[src/rtl/fpu_pkg.sv]
// Shared types and constants for the FPU operation arbiter.
package fpu_pkg;

    typedef enum logic [1:0] {
        IDLE    = 2'd0,
        ISSUE   = 2'd1,
        WAIT    = 2'd2,
        RESPOND = 2'd3
    } arb_state_e;

    localparam int DEFAULT_PRECISION = 32;

    // Result returned when the FU never answers; sliced to PRECISION by users.
    localparam logic [63:0] INVALID_RESULT = '1;

endpackage

[src/rtl/fpu_op_arbiter_rr_arbiter.sv]
// Combinational round-robin pick: first set request at or above ptr, wrapping.
module rr_arbiter #(
    parameter int N  = 4,
    parameter int IW = $clog2(N)
) (
    input  logic [N-1:0]  req,
    input  logic [IW-1:0] ptr,
    output logic [N-1:0]  grant,
    output logic [IW-1:0] idx,
    output logic          any_req
);

    int   cand;
    logic found;

    always_comb begin
        grant = '0;
        idx   = '0;
        found = 1'b0;
        cand  = 0;
        for (int k = 0; k < N; k++) begin
            // Explicit wrap so non-power-of-two N works.
            cand = int'(ptr) + k;
            if (cand >= N) cand = cand - N;
            if (!found && req[cand]) begin
                found       = 1'b1;
                grant[cand] = 1'b1;
                idx         = IW'(cand);
            end
        end
        any_req = |req;
    end

endmodule

[src/rtl/fpu_op_arbiter.sv]
// Round-robin sharing of one start/done FU among NUM_REQ requesters.
// Optional watchdog in WAIT enabled by defining FPU_ARB_TIMEOUT_EN.
module fpu_op_arbiter
    import fpu_pkg::*;
#(
    parameter int NUM_REQ        = 4,
    parameter int PRECISION      = DEFAULT_PRECISION,
    parameter int TIMEOUT_CYCLES = 64
) (
    input  logic                           clk,
    input  logic                           reset,
    input  logic [NUM_REQ-1:0]             req_valid,
    output logic [NUM_REQ-1:0]             req_ready,
    input  logic [NUM_REQ*PRECISION-1:0]   req_a,
    input  logic [NUM_REQ*PRECISION-1:0]   req_b,
    output logic [NUM_REQ-1:0]             rsp_valid,
    input  logic [NUM_REQ-1:0]             rsp_ready,
    output logic [PRECISION-1:0]           rsp_result,
    output logic                           rsp_invalid,
    output logic                           fu_start,
    output logic [PRECISION-1:0]           fu_a,
    output logic [PRECISION-1:0]           fu_b,
    input  logic [PRECISION-1:0]           fu_result,
    input  logic                           fu_invalid_op,
    input  logic                           fu_done,
    output logic                           busy
);

    localparam int IW = $clog2(NUM_REQ);

    arb_state_e             state_q, state_d;
    logic [IW-1:0]          rr_ptr_q, rr_ptr_d;
    logic [IW-1:0]          grant_q, grant_d;
    logic [PRECISION-1:0]   fu_a_q, fu_a_d, fu_b_q, fu_b_d;
    logic [PRECISION-1:0]   rsp_result_q, rsp_result_d;
    logic                   rsp_invalid_q, rsp_invalid_d;
    logic [NUM_REQ-1:0]     rsp_valid_q, rsp_valid_d;

    logic [NUM_REQ-1:0]     arb_grant;
    logic [IW-1:0]          arb_idx;
    logic                   arb_any;
    logic                   tmo_expired;

    rr_arbiter #(.N(NUM_REQ), .IW(IW)) u_rr (
        .req     (req_valid),
        .ptr     (rr_ptr_q),
        .grant   (arb_grant),
        .idx     (arb_idx),
        .any_req (arb_any)
    );

`ifdef FPU_ARB_TIMEOUT_EN
    localparam int CW = (TIMEOUT_CYCLES > 1) ? $clog2(TIMEOUT_CYCLES) : 1;

    logic [CW-1:0] tmo_q, tmo_d;

    // Loaded while leaving ISSUE so the first WAIT cycle sees TIMEOUT_CYCLES-1.
    always_comb begin
        tmo_d = tmo_q;
        if (state_q == ISSUE)
            tmo_d = CW'(TIMEOUT_CYCLES - 1);
        else if (state_q == WAIT && tmo_q != '0)
            tmo_d = tmo_q - 1'b1;
    end

    always_ff @(posedge clk or negedge reset) begin
        if (!reset) tmo_q <= '0;
        else        tmo_q <= tmo_d;
    end

    assign tmo_expired = (state_q == WAIT) && (tmo_q == '0);
`else
    assign tmo_expired = 1'b0;
`endif

    always_comb begin
        state_d       = state_q;
        rr_ptr_d      = rr_ptr_q;
        grant_d       = grant_q;
        fu_a_d        = fu_a_q;
        fu_b_d        = fu_b_q;
        rsp_result_d  = rsp_result_q;
        rsp_invalid_d = rsp_invalid_q;
        rsp_valid_d   = rsp_valid_q;
        unique case (state_q)
            IDLE: begin
                if (arb_any) begin
                    fu_a_d  = req_a[int'(arb_idx)*PRECISION +: PRECISION];
                    fu_b_d  = req_b[int'(arb_idx)*PRECISION +: PRECISION];
                    grant_d = arb_idx;
                    state_d = ISSUE;
                end
            end
            ISSUE: state_d = WAIT;
            WAIT: begin
                // fu_done wins over a simultaneous watchdog expiry.
                if (fu_done) begin
                    rsp_result_d  = fu_result;
                    rsp_invalid_d = fu_invalid_op;
                    rsp_valid_d   = NUM_REQ'(1) << grant_q;
                    state_d       = RESPOND;
                end else if (tmo_expired) begin
                    rsp_result_d  = INVALID_RESULT[PRECISION-1:0];
                    rsp_invalid_d = 1'b1;
                    rsp_valid_d   = NUM_REQ'(1) << grant_q;
                    state_d       = RESPOND;
                end
            end
            RESPOND: begin
                if (rsp_ready[grant_q]) begin
                    rsp_valid_d = '0;
                    rr_ptr_d    = (grant_q == IW'(NUM_REQ - 1)) ? '0 : grant_q + 1'b1;
                    state_d     = IDLE;
                end
            end
            default: state_d = IDLE;
        endcase
    end

    always_ff @(posedge clk or negedge reset) begin
        if (!reset) begin
            state_q       <= IDLE;
            rr_ptr_q      <= '0;
            grant_q       <= '0;
            fu_a_q        <= '0;
            fu_b_q        <= '0;
            rsp_result_q  <= '0;
            rsp_invalid_q <= 1'b0;
            rsp_valid_q   <= '0;
        end else begin
            state_q       <= state_d;
            rr_ptr_q      <= rr_ptr_d;
            grant_q       <= grant_d;
            fu_a_q        <= fu_a_d;
            fu_b_q        <= fu_b_d;
            rsp_result_q  <= rsp_result_d;
            rsp_invalid_q <= rsp_invalid_d;
            rsp_valid_q   <= rsp_valid_d;
        end
    end

    assign req_ready   = (state_q == IDLE) ? arb_grant : '0;
    assign fu_start    = (state_q == ISSUE);
    assign busy        = (state_q != IDLE);
    assign fu_a        = fu_a_q;
    assign fu_b        = fu_b_q;
    assign rsp_result  = rsp_result_q;
    assign rsp_invalid = rsp_invalid_q;
    assign rsp_valid   = rsp_valid_q;

endmodule
[config.mk]
export PLATFORM = sky130hd
export DESIGN_NAME = fpu_op_arbiter
export DESIGN_NICKNAME = d
export VERILOG_FILES = /design/src/rtl/fpu_pkg.sv /design/src/rtl/fpu_op_arbiter_rr_arbiter.sv /design/src/rtl/fpu_op_arbiter.sv
export SDC_FILE = /design/constraint.sdc
export NUM_CORES = 1
export LEC_CHECK = 0
export CAP_MARGIN = 20
export CORE_MARGIN = 2
export CORE_UTILIZATION = 31
export CTS_BUF_LIST = sky130_fd_sc_hd__clkbuf_2
export DETAILED_ROUTE_END_ITERATION = 12
export GPL_TIMING_DRIVEN = 0
export PLACE_DENSITY = 0.68
export SLEW_MARGIN = 30
export SYNTH_ARGS = -nofsm -noshare
export SYNTH_HDL_FRONTEND = slang
export SYNTH_SLANG_ARGS = --single-unit
[constraint.sdc]
create_clock -name clk -period 7.6 [get_ports clk]
set_clock_uncertainty 0.1 [all_clocks]
set_input_delay 1.52 -clock clk [delete_from_list [all_inputs] [get_ports clk]]
set_output_delay 1.52 -clock clk [all_outputs]
set_load 0.02 [all_outputs]
Word level (Yosys, flattened, before mapping) --
Cells that the tools add are included.
Word-level totals: register bits after elaboration 107, input port bits 300, output and inout port bits 107, logic and storage cells 107
Cells by class: add/subtract/negate cells 8, $lt $le $gt $ge 13, equality and inequality tests 7, shifts and indexed selects 3, muxes and demuxes 46, bitwise gates (word level) 3, reduce and logical (&&, ||, !) cells 19
Operator list (number):
- variable part select 128 x 8 -> 32 bit | 2
- greater-or-equal comparator 32 x 1 -> 1 bit, second input constant | 4
- < comparator 32 x 4 -> 1 bit, second input constant | 4
- 2-to-1 mux 32 bit | 4
- greater-or-equal comparator 32 x 4 -> 1 bit, second input constant | 3
- subtractor 32 x 4 -> 32 bit, second input constant | 3
- 2-to-1 mux 4 bit | 7
- 2-to-1 mux 1 bit | 16
- 2-to-1 mux 2 bit | 8
- OR 4 bit | 3
- binary-select mux 1 bit (select 2 bit) | 5
- demux 1 bit (select 2 bit) | 4
- one-hot mux 2 bit (4 select lines) | 1
- one-hot mux 4 bit (2 select lines) | 1
- logical AND 1 bit | 7
- adder 2 x 2 -> 3 bit, second input constant | 2
- equality test 2 bit, second input constant | 3
- != test 2 bit, second input constant | 3
- AND reduction 2 bit | 3
- AND reduction 3 bit | 2
- nonzero test 2 bit | 2
- OR reduction 4 bit | 1
- left shift 1 x 2 -> 4 bit, first input constant | 1
- subtractor 2 x 3 -> 4 bit, second input constant | 1
- 7 further kinds | 9

Logic depth before layout (Yosys ltp) --
word-level depth 16, mapped depth 13, mapped depth without buffers 8

Modules after synthesis --
Synthesis repeated with hierarchy kept, for this count alone.
Second synthesis, totals: cell total of the unflattened synthesis 401, area, all modules 6266.0 um^2
By module, submodules not included:
- fpu_op_arbiter | times used 1, cells an instance 347, area an instance 5783.0 um^2, seq. area each 2677.6 um^2
- rr_arbiter | times used 1, cells an instance 54, area an instance 483.0 um^2, seq. area each 0.0 um^2

Worst setup path before layout --
No wires, ideal clock.
kind input to output, from in req_valid[2], to out req_ready[0], data arrival time 3272 ps, data required time 5980 ps, path slack 2708 ps, stages 7, buffers on the path 2, path through mux4_2 > nor2b_1 > buf_2 > buf_1 > a221o_1 > o21ai_0 > a21oi_1
Between the ends: word-level cells in the longest chain between the ends 14, elaborated cells between the ends (all ways) 29, those cells by class mux: 20; bitwise: 3; reduce/logical: 6
RTL lines:
- from (decl) | line fpu_op_arbiter.sv:12 | input logic [NUM_REQ-1:0] req_valid,
- binary-select mux 1 bit (select 2 bit) | line fpu_op_arbiter_rr_arbiter.sv:25 | if (!found && req[cand]) begin
- 2-to-1 mux 1 bit (implied by the code) (2 in a row) | line fpu_op_arbiter_rr_arbiter.sv:25
- 2-to-1 mux 1 bit | line fpu_op_arbiter_rr_arbiter.sv:25
- zero test 1 bit | line fpu_op_arbiter_rr_arbiter.sv:25
- logical AND 1 bit | line fpu_op_arbiter_rr_arbiter.sv:25
- 2-to-1 mux 1 bit | line fpu_op_arbiter_rr_arbiter.sv:25
- zero test 1 bit | line fpu_op_arbiter_rr_arbiter.sv:25
- logical AND 1 bit | line fpu_op_arbiter_rr_arbiter.sv:25
- 2-to-1 mux 1 bit | line fpu_op_arbiter_rr_arbiter.sv:25
- zero test 1 bit | line fpu_op_arbiter_rr_arbiter.sv:25
- logical AND 1 bit | line fpu_op_arbiter_rr_arbiter.sv:25
- 2-to-1 mux 4 bit (*) | line fpu_op_arbiter_rr_arbiter.sv:25
- 2-to-1 mux 4 bit (*) | line fpu_op_arbiter.sv:142 | assign req_ready = (state_q == IDLE) ? arb_grant : '0;
- to (decl) | line fpu_op_arbiter.sv:13 | output logic [NUM_REQ-1:0] req_ready,
Every way passes the cells marked *; elsewhere a longest branch is shown, timed or not. The select of a mux whose other input is x is not followed.

Worst setup path after layout --
from reg rr_ptr_q[0], to out req_ready[1]
Between the ends: word-level cells in the longest chain between the ends 16, elaborated cells between the ends (all ways) 64, those cells by class add/sub: 7; order compare: 12; mux: 32; bitwise: 3; reduce/logical: 10
RTL lines:
- from (decl) | line fpu_op_arbiter.sv:32 | logic [IW-1:0] rr_ptr_q, rr_ptr_d;
- from (signal assigned) | line fpu_op_arbiter.sv:132 | rr_ptr_q <= rr_ptr_d;
- parallel branches: the longest is 14 deep, another holds subtractor 32 x 4 -> 32 bit
- 2-to-1 mux 4 bit (*) | line fpu_op_arbiter_rr_arbiter.sv:25
- 2-to-1 mux 4 bit (*) | line fpu_op_arbiter.sv:142
Every way passes the cells marked *. The select of a mux whose other input is x is not followed.

==> flow_metrics.py <==
metrics = {
    "floorplan": {
        "die_x_um": 162,
        "num_io_pins": 407,
        "coreArea_sq_um": 24400,
        "rows": 57,
        "dieArea_sq_um": 26200,
        "die_y_um": 162,
        "initial_core_util_pct": 31.6,
    },
    "synth": {
        "synth.cell_area_sq_um": 7720,
        "synth_edf_count": 0,
        "synth-simple-area-share_pct": 12.5,
        "synth.ff_latch_count": 107,
        "synth.avg_cell_area_sq_um": 9.18,
        "synth_xor_area_share_pct": 0,
        "synth_area_leaders": "dfrtp_1 35%, mux2i_1 8.7%, mux2_2 5.5%",
        "synth_top_family_by_area": "compound AO/OA/AOI/OAI gates",
        "synthArstFlopShare_pct": 100,
        "synthMuxAreaShare_pct": 15.3,
        "ys.warnings.count": 0,
        "syn-num-nets": 1153,
        "synth.top_cell.area_share_pct": 34.7,
        "synth_top_area_cell": "dfrtp_1",
        "synthDistinctLibCells": 49,
        "synthAdderAreaFrac_pct": 1.95,
        "ys.flop_type": "dfrtp_1",
        "synth_compound_area_share_pct": 29.0,
        "ys_seq_area_share_pct": 34.7,
        "syn_inst": 841,
    },
    "sta": {
        "min_period_over_period_pct": 89.7,
        "tightest_slew_ps": 784,
        "fin_crit_ps": 6820,
        "rsz0062_at_grt": "no",
        "finalSetupViolCount": 0,
        "final_hold_viol_count": 0,
        "fin_tns_setup_ps": 0,
        "maxSlewViolCount": 0,
        "relSlewSlack_pct": 47.6,
        "fmax_mhz": 147,
    },
    "placement": {
        "dp_hpwl_um": 26400,
        "dpl.cell_count": 1572,
        "routabilityCongestion": 0.849,
        "io_buffers": 406,
    },
    "global_route": {
        "overflow": 0,
        "grt_pass1_vias": 8876,
        "grt_use_total_pct": 24.7,
        "grt_max_degree": 63,
        "grt.met1_usage_pct": 27.6,
        "use_met3_pct": 7.38,
        "grt_pass1_wl_um": 49700,
        "antenna_found_initial": 6,
        "gr-max-usage-layer": "met2",
        "grtUsageMet2_pct": 43.5,
    },
    "cts": {
        "clk_path_buf_depth": 2,
        "cts_tree": "done",
        "cts_setup_buffers": 0,
        "clock-sinks": 107,
        "cts_buffers": 9,
        "insertion_delay_ps": 580,
        "clk_pin_slew_worst_paths_ps": 310,
        "hold_buffers": 0,
        "post_cts_resized": 0,
        "htreeDepth": 3,
        "clockRootBuffer": "clkbuf_2",
    },
    "cells_and_area": {
        "area_growth_pct": 59.8,
        "layout_commonest_cell": "clkdlybuf4s50_1",
        "seq_area_sq_um": 2680,
        "multi_input_area_sq_um": 4540,
        "final_cell_count_no_fill": 1594,
        "final_layout_size_suffix_gt1_share_pct": 9.49,
        "fillerInstances": 2361,
        "nets": 1571,
        "final_cell_mix": "405 x clkdlybuf4s50_1, 107 x dfrtp_1, 82 x nand2_1, 67 x mux2i_1, 53 x o21ai_0",
    },
    "power_and_ir_drop": {
        "p_leak_nw": 4.75,
        "ir_drop_uv": 186,
        "p_per_area_nw_per_um2": 399,
    },
    "route": {
        "via_count": 8674,
        "viasPerCell": 5.44,
        "drc": 0,
        "drt_iter0_markers": 499,
        "wl_per_cell_um": 21.1,
        "wl_um": 33600,
        "ant_nets": 0,
        "drt_pass1_iterations": 6,
    },
    "worst_setup_path": {
        "critPathLaunch": "rr_ptr_q[0]",
        "crit_type": "reg2out",
        "critPathBufInv": 7,
        "crit_family": "buffers and inverters",
        "worst_r2r_endpoint": "fu_a[13]",
        "critPathRequiredTime_ps": 5980,
        "r2r_slack_ps": 3280,
        "cp.arrival_ps": 5200,
        "worst-path-stages": 13,
        "r2r_start": "rr_ptr_q[0]",
        "crit_path_end_kind": "primary output",
        "max_stage_delay_ps": 660,
        "slowest_stage": "clkdlybuf4s50_1",
        "cpMostUsedCell": "buf_2",
        "r2r_cells": 13,
        "cp_max_fo": 11,
        "path_cells": "buf_4 > inv_1 > clkbuf_1 > ha_1 > buf_2 > mux4_2 > nor2b_1 > buf_2 > buf_1 > a221o_1 > o21ai_0 > a21oi_1 > clkdlybuf4s50_1",
        "startpoint_type": "register",
        "endpoint": "req_ready[1]",
    },
    "outcome": {
        "status": "finished, final reports clean",
    },
    "job": {
        "maxCapViolations": 0,
    },
    "hold_path": {
        "hold_class": "reg2reg",
    },
}
==> logic make-up after synthesis <==
family | Yosys count
AO/OA/AOI/OAI | 297
multiplexers | 109
AND/OR/NAND/NOR | 208
buffers and inverters | 108
adder cells (fa/ha/maj) | 12
flip-flops | 107
==> metrics by stage <==
| step | hold slack, ps | setup WS [ps] | instance area, sq um | utilization [%] | total power, mW |
|---|---|---|---|---|---|
| floorplan | 428 | 2710 | 7720 | - | 3.24 |
| global placement | 363 | 447 | 12200 | 50.0 | 4.63 |
| detailed placement | 365 | 1090 | 12200 | 50.1 | 4.68 |
| CTS | 424 | 699 | 12300 | 50.5 | 4.96 |
| global route | 454 | 458 | 12300 | 50.6 | 5.28 |
| finish | 425 | 783 | 12300 | 50.6 | 4.92 |
==> worst min-delay path by stage <==
stage,startpoint,to,slack [ps],cells past startpoint
after global placement,rsp_valid[3],rsp_valid[3],360,2
final,rsp_valid[3],rsp_valid[3],430,2
after floorplan,state_q[0],state_q[0],430,1
after detailed placement,rsp_valid[3],rsp_valid[3],370,2
after global routing,rsp_result[1],rsp_result[1],450,1
after CTS,rsp_valid[3],rsp_valid[3],420,2
==> cells in the mapped netlist, types with 2 or more instances <==
| cell type | n |
|---|---|
| dfrtp_1 | 107 |
| nand2_1 | 82 |
| mux2i_1 | 67 |
| o21ai_0 | 53 |
| clkbuf_1 | 51 |
| nor2_1 | 48 |
| nor4_1 | 42 |
| a21o_1 | 41 |
| o2111ai_1 | 41 |
| mux2_2 | 38 |
| a21oi_1 | 28 |
| o211ai_2 | 27 |
| o211ai_1 | 23 |
| o22ai_1 | 23 |
| nand4_1 | 22 |
| buf_2 | 21 |
| a221o_1 | 18 |
| inv_1 | 16 |
| ha_1 | 12 |
| o21ai_1 | 12 |
| buf_1 | 11 |
| a22o_1 | 8 |
| o31ai_1 | 6 |
| buf_8 | 5 |
| nand3_1 | 4 |
| mux4_2 | 3 |
| nand2b_1 | 3 |
| a211o_1 | 2 |
| a221oi_1 | 2 |
| and3_1 | 2 |
| buf_4 | 2 |
| nor3_1 | 2 |
| o32ai_1 | 2 |
| or3_1 | 2 |
==> where the power goes <==
group | internal, mW | switching, mW | leakage (nW) | total [mW]
clock network | 0.0462 | 0.221 | 0.0579 | 0.268
registers | 0.860 | 0.165 | 1.28 | 1.03
logic | 1.56 | 2.07 | 3.42 | 3.63
==> layout make-up <==
| class | instances | area share (%) |
|---|---|---|
| multi-input combinational | 626 | 36.8 |
| timing repair buffer | 407 | 33.2 |
| sequential | 107 | 21.7 |
| buffer | 91 | 3.56 |
| tap | 324 | 3.29 |
| inverter | 17 | 0.517 |
| clock inverter | 7 | 0.426 |
| clock buffer | 9 | 0.365 |
| antenna | 6 | 0.122 |
==> state kept, by name (all words and copies together), names as in the netlist <==
signal,count
rsp_invalid,1
state_q,2
rsp_valid,4
rsp_result,32
fu_b,32
grant_q,2
rr_ptr_q,2
fu_a,32
==> worst register-to-register path, cell delays in order, from the launching register on <==
cell       delay [ps]
dfrtp_1           540
buf_4             210
inv_1             290
clkbuf_1          470
ha_1              220
buf_2             220
mux4_2            610
nand2b_1          180
clkbuf_1          200
nand3_1           370
clkbuf_1          430
a21o_1            190
o2111ai_1         180
o211ai_2          120
==> routing by layer <==
metal	routed length, um	part of all wire (%)
met1	12900	39
met5	0	0
met3	3020	9.0
met4	1160	3.4
met2	16400	49
No activity file was read; power rests on OpenSTA's default activity.
